## src/rtl/tile_span_sched.sv

```systemverilog
// rtl/tile_span_sched.sv - walks one 32x32 tile row by row and emits a span per non-empty row.
// Optional per-tile span/pixel counters: define TILE_SPAN_STATS_EN.
module tile_span_sched #(
    parameter int TILE_ROWS = 32,
    parameter int COORD_W   = 11
) (
    input  logic               clock_i,
    input  logic               reset_i,
    input  logic               start_i,
    input  logic               abort_i,
    input  logic [5:0]         tile_x_i,
    input  logic [5:0]         tile_y_i,
    output logic               busy_o,
    output logic               done_o,
    output logic [COORD_W-1:0] eval_x_o,
    output logic [COORD_W-1:0] eval_y_o,
    input  logic [31:0]        eval_mask_i,
    input  logic [4:0]         eval_lz_i,
    input  logic [4:0]         eval_tz_i,
    output logic               span_valid_o,
    input  logic               span_ready_i,
    output logic [COORD_W-1:0] span_y_o,
    output logic [COORD_W-1:0] span_x0_o,
    output logic [COORD_W-1:0] span_x1_o,
    output logic [31:0]        span_mask_o,
    output logic [10:0]        stat_pixels_o,
    output logic [5:0]         stat_spans_o
);

    localparam int ROW_W = (TILE_ROWS > 1) ? $clog2(TILE_ROWS) : 1;
    localparam logic [ROW_W-1:0] LAST_ROW = ROW_W'(TILE_ROWS - 1);

    typedef enum logic [2:0] {
        S_IDLE,
        S_SETUP,
        S_EVAL,
        S_EMIT,
        S_DONE
    } state_t;

    state_t             state_q, state_d;
    logic [ROW_W-1:0]   row_q, row_d;
    logic [5:0]         tile_x_q, tile_x_d;
    logic [5:0]         tile_y_q, tile_y_d;
    logic [COORD_W-1:0] span_y_q, span_y_d;
    logic [COORD_W-1:0] span_x0_q, span_x0_d;
    logic [COORD_W-1:0] span_x1_q, span_x1_d;
    logic [31:0]        span_mask_q, span_mask_d;
    logic [COORD_W-1:0] base_x, base_y;
    logic               accept, handshake;

    assign base_x   = COORD_W'({tile_x_q, 5'd0});
    assign base_y   = COORD_W'({tile_y_q, 5'd0});
    assign eval_x_o = base_x;
    assign eval_y_o = base_y + COORD_W'(row_q);

    assign busy_o       = (state_q != S_IDLE);
    assign done_o       = (state_q == S_DONE);
    assign span_valid_o = (state_q == S_EMIT);
    assign span_y_o     = span_y_q;
    assign span_x0_o    = span_x0_q;
    assign span_x1_o    = span_x1_q;
    assign span_mask_o  = span_mask_q;

    // Abort overrides both a fresh start and an in-flight handshake.
    assign accept    = (state_q == S_IDLE) && start_i && !abort_i;
    assign handshake = (state_q == S_EMIT) && span_ready_i && !abort_i;

    always_comb begin
        state_d     = state_q;
        row_d       = row_q;
        tile_x_d    = tile_x_q;
        tile_y_d    = tile_y_q;
        span_y_d    = span_y_q;
        span_x0_d   = span_x0_q;
        span_x1_d   = span_x1_q;
        span_mask_d = span_mask_q;
        case (state_q)
            S_IDLE: begin
                if (accept) begin
                    tile_x_d = tile_x_i;
                    tile_y_d = tile_y_i;
                    row_d    = '0;
                    state_d  = S_SETUP;
                end
            end
            S_SETUP: state_d = S_EVAL;
            S_EVAL: begin
                span_y_d    = eval_y_o;
                span_x0_d   = base_x + COORD_W'(eval_lz_i);
                span_x1_d   = base_x + COORD_W'(31) - COORD_W'(eval_tz_i);
                span_mask_d = eval_mask_i;
                if (eval_mask_i != 32'd0) begin
                    state_d = S_EMIT;
                end else if (row_q == LAST_ROW) begin
                    state_d = S_DONE;
                end else begin
                    row_d = row_q + 1'b1;
                end
            end
            S_EMIT: begin
                if (span_ready_i) begin
                    if (row_q == LAST_ROW) begin
                        state_d = S_DONE;
                    end else begin
                        row_d   = row_q + 1'b1;
                        state_d = S_EVAL;
                    end
                end
            end
            S_DONE:  state_d = S_IDLE;
            default: state_d = S_IDLE;
        endcase
        if (abort_i && (state_q != S_IDLE)) begin
            state_d = S_IDLE;
        end
    end

    always_ff @(posedge clock_i or posedge reset_i) begin
        if (reset_i) begin
            state_q     <= S_IDLE;
            row_q       <= '0;
            tile_x_q    <= '0;
            tile_y_q    <= '0;
            span_y_q    <= '0;
            span_x0_q   <= '0;
            span_x1_q   <= '0;
            span_mask_q <= '0;
        end else begin
            state_q     <= state_d;
            row_q       <= row_d;
            tile_x_q    <= tile_x_d;
            tile_y_q    <= tile_y_d;
            span_y_q    <= span_y_d;
            span_x0_q   <= span_x0_d;
            span_x1_q   <= span_x1_d;
            span_mask_q <= span_mask_d;
        end
    end

`ifdef TILE_SPAN_STATS_EN
    logic [10:0] stat_pixels_q;
    logic [5:0]  stat_spans_q;

    always_ff @(posedge clock_i or posedge reset_i) begin
        if (reset_i) begin
            stat_pixels_q <= '0;
            stat_spans_q  <= '0;
        end else if (accept) begin
            stat_pixels_q <= '0;
            stat_spans_q  <= '0;
        end else if (handshake) begin
            stat_pixels_q <= stat_pixels_q + 11'(span_x1_q - span_x0_q + 1'b1);
            stat_spans_q  <= stat_spans_q + 6'd1;
        end
    end

    assign stat_pixels_o = stat_pixels_q;
    assign stat_spans_o  = stat_spans_q;
`else
    assign stat_pixels_o = '0;
    assign stat_spans_o  = '0;
`endif

endmodule

```

## config.mk

```make
export PLATFORM = sky130hd
export DESIGN_NAME = tile_span_sched
export DESIGN_NICKNAME = d
export VERILOG_FILES = /design/src/rtl/tile_span_sched.sv
export SDC_FILE = /design/constraint.sdc
export NUM_CORES = 1
export LEC_CHECK = 0
export ABC_AREA = 0
export CAP_MARGIN = 30
export CORE_MARGIN = 2
export CORE_UTILIZATION = 42
export CTS_CLUSTER_SIZE = 12
export DETAILED_ROUTE_END_ITERATION = 12
export GPL_TIMING_DRIVEN = 0
export PLACE_DENSITY = 0.8
export SYNTH_ARGS = -nofsm -noshare
export SYNTH_HDL_FRONTEND = slang
export SYNTH_SLANG_ARGS = --single-unit
export TNS_END_PERCENT = 20
```

## constraint.sdc

```tcl
create_clock -name clock_i -period 2.55 [get_ports clock_i]
set_input_delay 0.255 -clock clock_i [delete_from_list [all_inputs] [get_ports clock_i]]
set_output_delay 0.255 -clock clock_i [all_outputs]
set_load 0.1 [all_outputs]
```

Word-level counts from Yosys, hierarchy flattened
Index checks and enable logic that the tools add are counted.
{ "word_totals": {"ff_bits": 85} }
{ "op_classes": {"n_addsub": 5, "muxes": 12, "n_eq_ne": 11, "n_reduce_logical": 11} }
{ "ops": {"columns": ["operator", "count"], "rows": [
  ["nonzero test 32 bit", 1],
  ["adder 11 x 5 -> 11 bit", 2],
  ["two-way mux 5 bit", 4],
  ["two-way mux 3 bit", 6],
  ["case mux 5 bit (3 select lines)", 1],
  ["case mux 3 bit (4 select lines)", 1],
  ["adder 11 x 5 -> 11 bit (second input constant)", 1],
  ["subtractor 11 x 5 -> 11 bit", 1],
  ["equality test 3 x 2 -> 1 bit (second input constant)", 2],
  ["nonzero test 3 bit", 2],
  ["adder 5 x 1 -> 5 bit (second input constant)", 1],
  ["equality test 5 bit (second input constant)", 1],
  ["inequality test 2 bit (second input constant)", 2],
  ["inequality test 4 bit (second input constant)", 1],
  ["AND reduction 4 bit", 1],
  ["equality test 3 x 1 -> 1 bit (second input constant)", 1],
  ["equality test 3 bit (second input constant)", 1],
  ["logical AND 1 bit", 3],
  ["zero test 3 bit", 1],
  ["inequality test 3 x 1 -> 1 bit (second input constant)", 1],
  ["inequality test 3 x 2 -> 1 bit (second input constant)", 1],
  ["AND reduction 3 bit", 1],
  ["inequality test 2 x 1 -> 1 bit (second input constant)", 1],
  ["AND reduction 2 bit", 1],
  ["zero test 1 bit", 1]
]} }

Depth between registers and ports, before layout
{ "depth": {"word_depth": 6, "ltp_mapped": 7, "depth_no_buf": 7} }

Least setup slack after synthesis
OpenSTA, ideal clock, no wires.
{ "synth_timing": {"path_type": "register -> register", "start": "register row_q[0]", "end": "register row_q[0]", "t_arrival_ps": 2234, "stages_incl_launch_ff": 7, "path_buffers": 0, "setup_slack_ps": 190, "required_time_ps": 2424, "cell_sequence": "dfrtp_1 > ha_1 > and3_1 > ha_1 > o31ai_2 > o21ai_2 > mux2_4"} }
{ "synth_between": {"elab_chain_len": 4, "elab_cells_between_ends": 6} }
{ "synth_lines": {"columns": ["item", "line_no", "source"], "rows": [
  ["start, declared", "42", "logic [ROW_W-1:0] row_q, row_d;"],
  ["start signal, assigned", "131", "row_q <= row_d;"],
  ["adder 5 x 1 -> 5 bit / equality test 5 bit (equally long branches)", null, null],
  ["two-way mux 5 bit *", "95, 103", null],
  ["two-way mux 5 bit, on equally long branches", "102, 93", null],
  ["case mux 5 bit (3 select lines) *", "78", "case (state_q)"]
]} }
Mark *: on every way between the ends. The rest lies on a longest branch, timed or not. The select of a mux whose other input is x is not followed.
A chain may end at the register's enable or synchronous reset.

Worst setup path after layout
{ "layout_timing": {"start": "register state_q[0]", "end": "output port done_o"} }
{ "layout_between": {"elab_chain_len": 1} }
{ "layout_lines": {"columns": ["item", "line_no", "source"], "rows": [
  ["start, declared", "41", "state_t state_q, state_d;"],
  ["start signal, assigned", "130", "state_q <= state_d;"],
  ["equality test 3 bit", "58", "assign done_o = (state_q == S_DONE);"],
  ["end, declared", "14", "output logic done_o,"]
]} }
No other way between the ends.

==> reports/results.tsv <==
metric	value	unit
path_clk_slew	90	ps
rsz0062_at_grt	no	
seq_area	0.00208	mm^2
maxSlewHeadroom	32.2	%
period_minus_slack	2320	ps
layout_worst_path_cycle_share	91.0	%
syn_area_per_cell	9.63	um^2
synth.area.top_cells	dfrtp_1, nand2_1, buf_4	
finalClockSkew	9.92	ps
clockBufferDepth	2	
synth_warnings	0	
hp-class	in2async	
grt.met2_usage	34.2	%
synth_seq_cells	83	
syn2layout_area_growth	51.3	%
cp_max_fo	10	
drv_cap	0	
routabilityCongestion	0.848	
ios	166	
clock_tree.htree_level_count	3	
synth_seq_area_share	56.3	%
grt_pass1_vias	3170	
setup_ws	230	ps
cts_made_buffers	9	
max_freq	431	MHz
top_usage_layer	met2	
dp_slack	311	ps
dieArea	0.00955	mm^2
ant_nets	0	
drc	0	
antenna_found_initial	0	
die_w	97.7	um
async_flop_share	100	%
criticalPathCategory	reg2out	
synth_edf_count	0	
status	finished, final reports clean	
cts-root-buf	clkbuf_8	
worstPathArrival	2060	ps
synthFlopType	dfrtp_1	
nFillCells	713	
track_usage	20.0	%
portBuffers	143	
grt_max_degree	45	
wl_per_cell	13.7	um
die_height	97.7	um
syn_area	0.00369	mm^2
rows	34	
use_met1	25.9	%
finalSetupViolCount	0	
drt_iter0_drc	106	
grt.overflow.total	0	
vias	3164	
antennaDiodeCount	0	
yosysTopAreaCell	dfrtp_1	
use_met3	4.46	%
start_util	42.7	%
grt_pass1_wl	15600	um
fin_nets	626	
drive_above_1_share	11.0	%
cp-start-kind	flop	
clk_latency	350	ps
final_cell_mix	nand2_1, clkdlybuf4s50_1, dfrtp_1, buf_4, conb_1	
layout_commonest_cell	nand2_1	
cts_tree	yes	
multi_input_area	0.00139	mm^2
hpwl	7010	um
slew_viol_final	0	
drtPass1Iterations	4	
final_hold_viol_count	0	
worst_pin_slew	1010	ps
cts.sinks	83	
synth_cell_types	43	
viasPerCell	4.71	
worstPathRequired	2300	ps
syn_inst	383	
synth_top_area_share	56.3	%
totalWireLength	9230	um
setup.worst_path.end_class	primary output	
core-area	0.00864	mm^2
-- Yosys cell counts (all sizes together) (2+ instances only) --
master,instances
nor3,2
nor2,11
a21oi,3
nor2b,2
mux2,13
xnor2,2
ha,8
a22o,5
and2,2
nand4,2
buf,34
o21ai,12
clkbuf,6
inv,7
dfrtp,83
nand2b,2
nand3,2
o31ai,2
nor4,9
and3,2
nand2,162
-- worst paths after layout --
kind                            startpoint               to  slack [ps]  cells after the start
setup / recovery                state_q[0]           done_o         230                      4
hold / removal                     reset_i   span_mask_o[8]         290                      2
setup reg to reg                  row_q[0]         row_q[2]         540                      6
hold reg to reg            span_mask_o[26]  span_mask_o[26]         480                      2
max in group asynchronous          reset_i      span_y_o[3]        1650                      3
min in group clock_i          eval_lz_i[4]     span_x0_o[4]         430                      3
-- sequential cells by signal, indices dropped and copies added (netlist names) --
register     cells
tile_x_q         6
span_y_o        11
state_q          3
span_x1_o        9
tile_y_q         6
span_mask_o     32
span_x0_o       11
row_q            5
-- logic make-up (layout without fill, tap and decap cells) --
| kind of cell | Yosys count | in the layout | synth area share, % |
|---|---|---|---|
| buffers and inverters | 47 | 207 | 8.04 |
| muxes | 13 | 13 | 4.07 |
| and+or+nand+nor | 199 | 199 | 22.5 |
| xor gates and xnor gates | 3 | 3 | 0.712 |
| other | 1 | 22 | 0.102 |
| adders and majority gates | 8 | 8 | 2.71 |
| AOI/OAI and AO/OA | 29 | 29 | 5.53 |
| DFF | 83 | 83 | 56.3 |
-- area by class of cell --
class / instances / share of cell area, %
Clock inverter: 7 / 1.82
Tap cell: 108 / 2.42
Inverter: 7 / 0.516
Timing Repair Buffer: 144 / 26.0
Sequential cell: 83 / 37.2
Clock buffer: 9 / 2.22
Buffer: 40 / 4.84
Multi-Input combinational cell: 274 / 25.0
-- repair_timing --
item | CTS | global route
buffers inserted | 0 | 0
setup endpoints to repair | 2 | 1
gates resized for setup | 2 | 1
cloned | 0 | 0
hold buffers | 0 | 0
-- layer usage --
layer / share of wire, % / up-vias
li1: - / 1547
met1: 42 / 1502
met2: 51 / 107
met3: 6.3 / 8
met4: 0.80 / 0
met5: 0 / -
-- through the flow --
stage	instance area, um^2	utilization (%)	instances	TNS, ps	hold slack [ps]
after detailed placement	5360	62.0	656	0	463
after global routing	5580	64.6	672	0	331
after CTS	5580	64.6	672	0	305
final	5580	64.6	672	0	289
after floorplan	3770	-	404	0	350
after global placement	5330	61.8	655	-93860	458
-- worst max-delay path: stages, from the launching register on --
cell and delay, ps:
dfrtp_1 380, buf_2 180, nor2_1 160, and2_1 130, dlygate4sd2_1 860
Power is not shown: default switching activity piles up to over one toggle a cycle in this logic, so the estimate is an artifact.
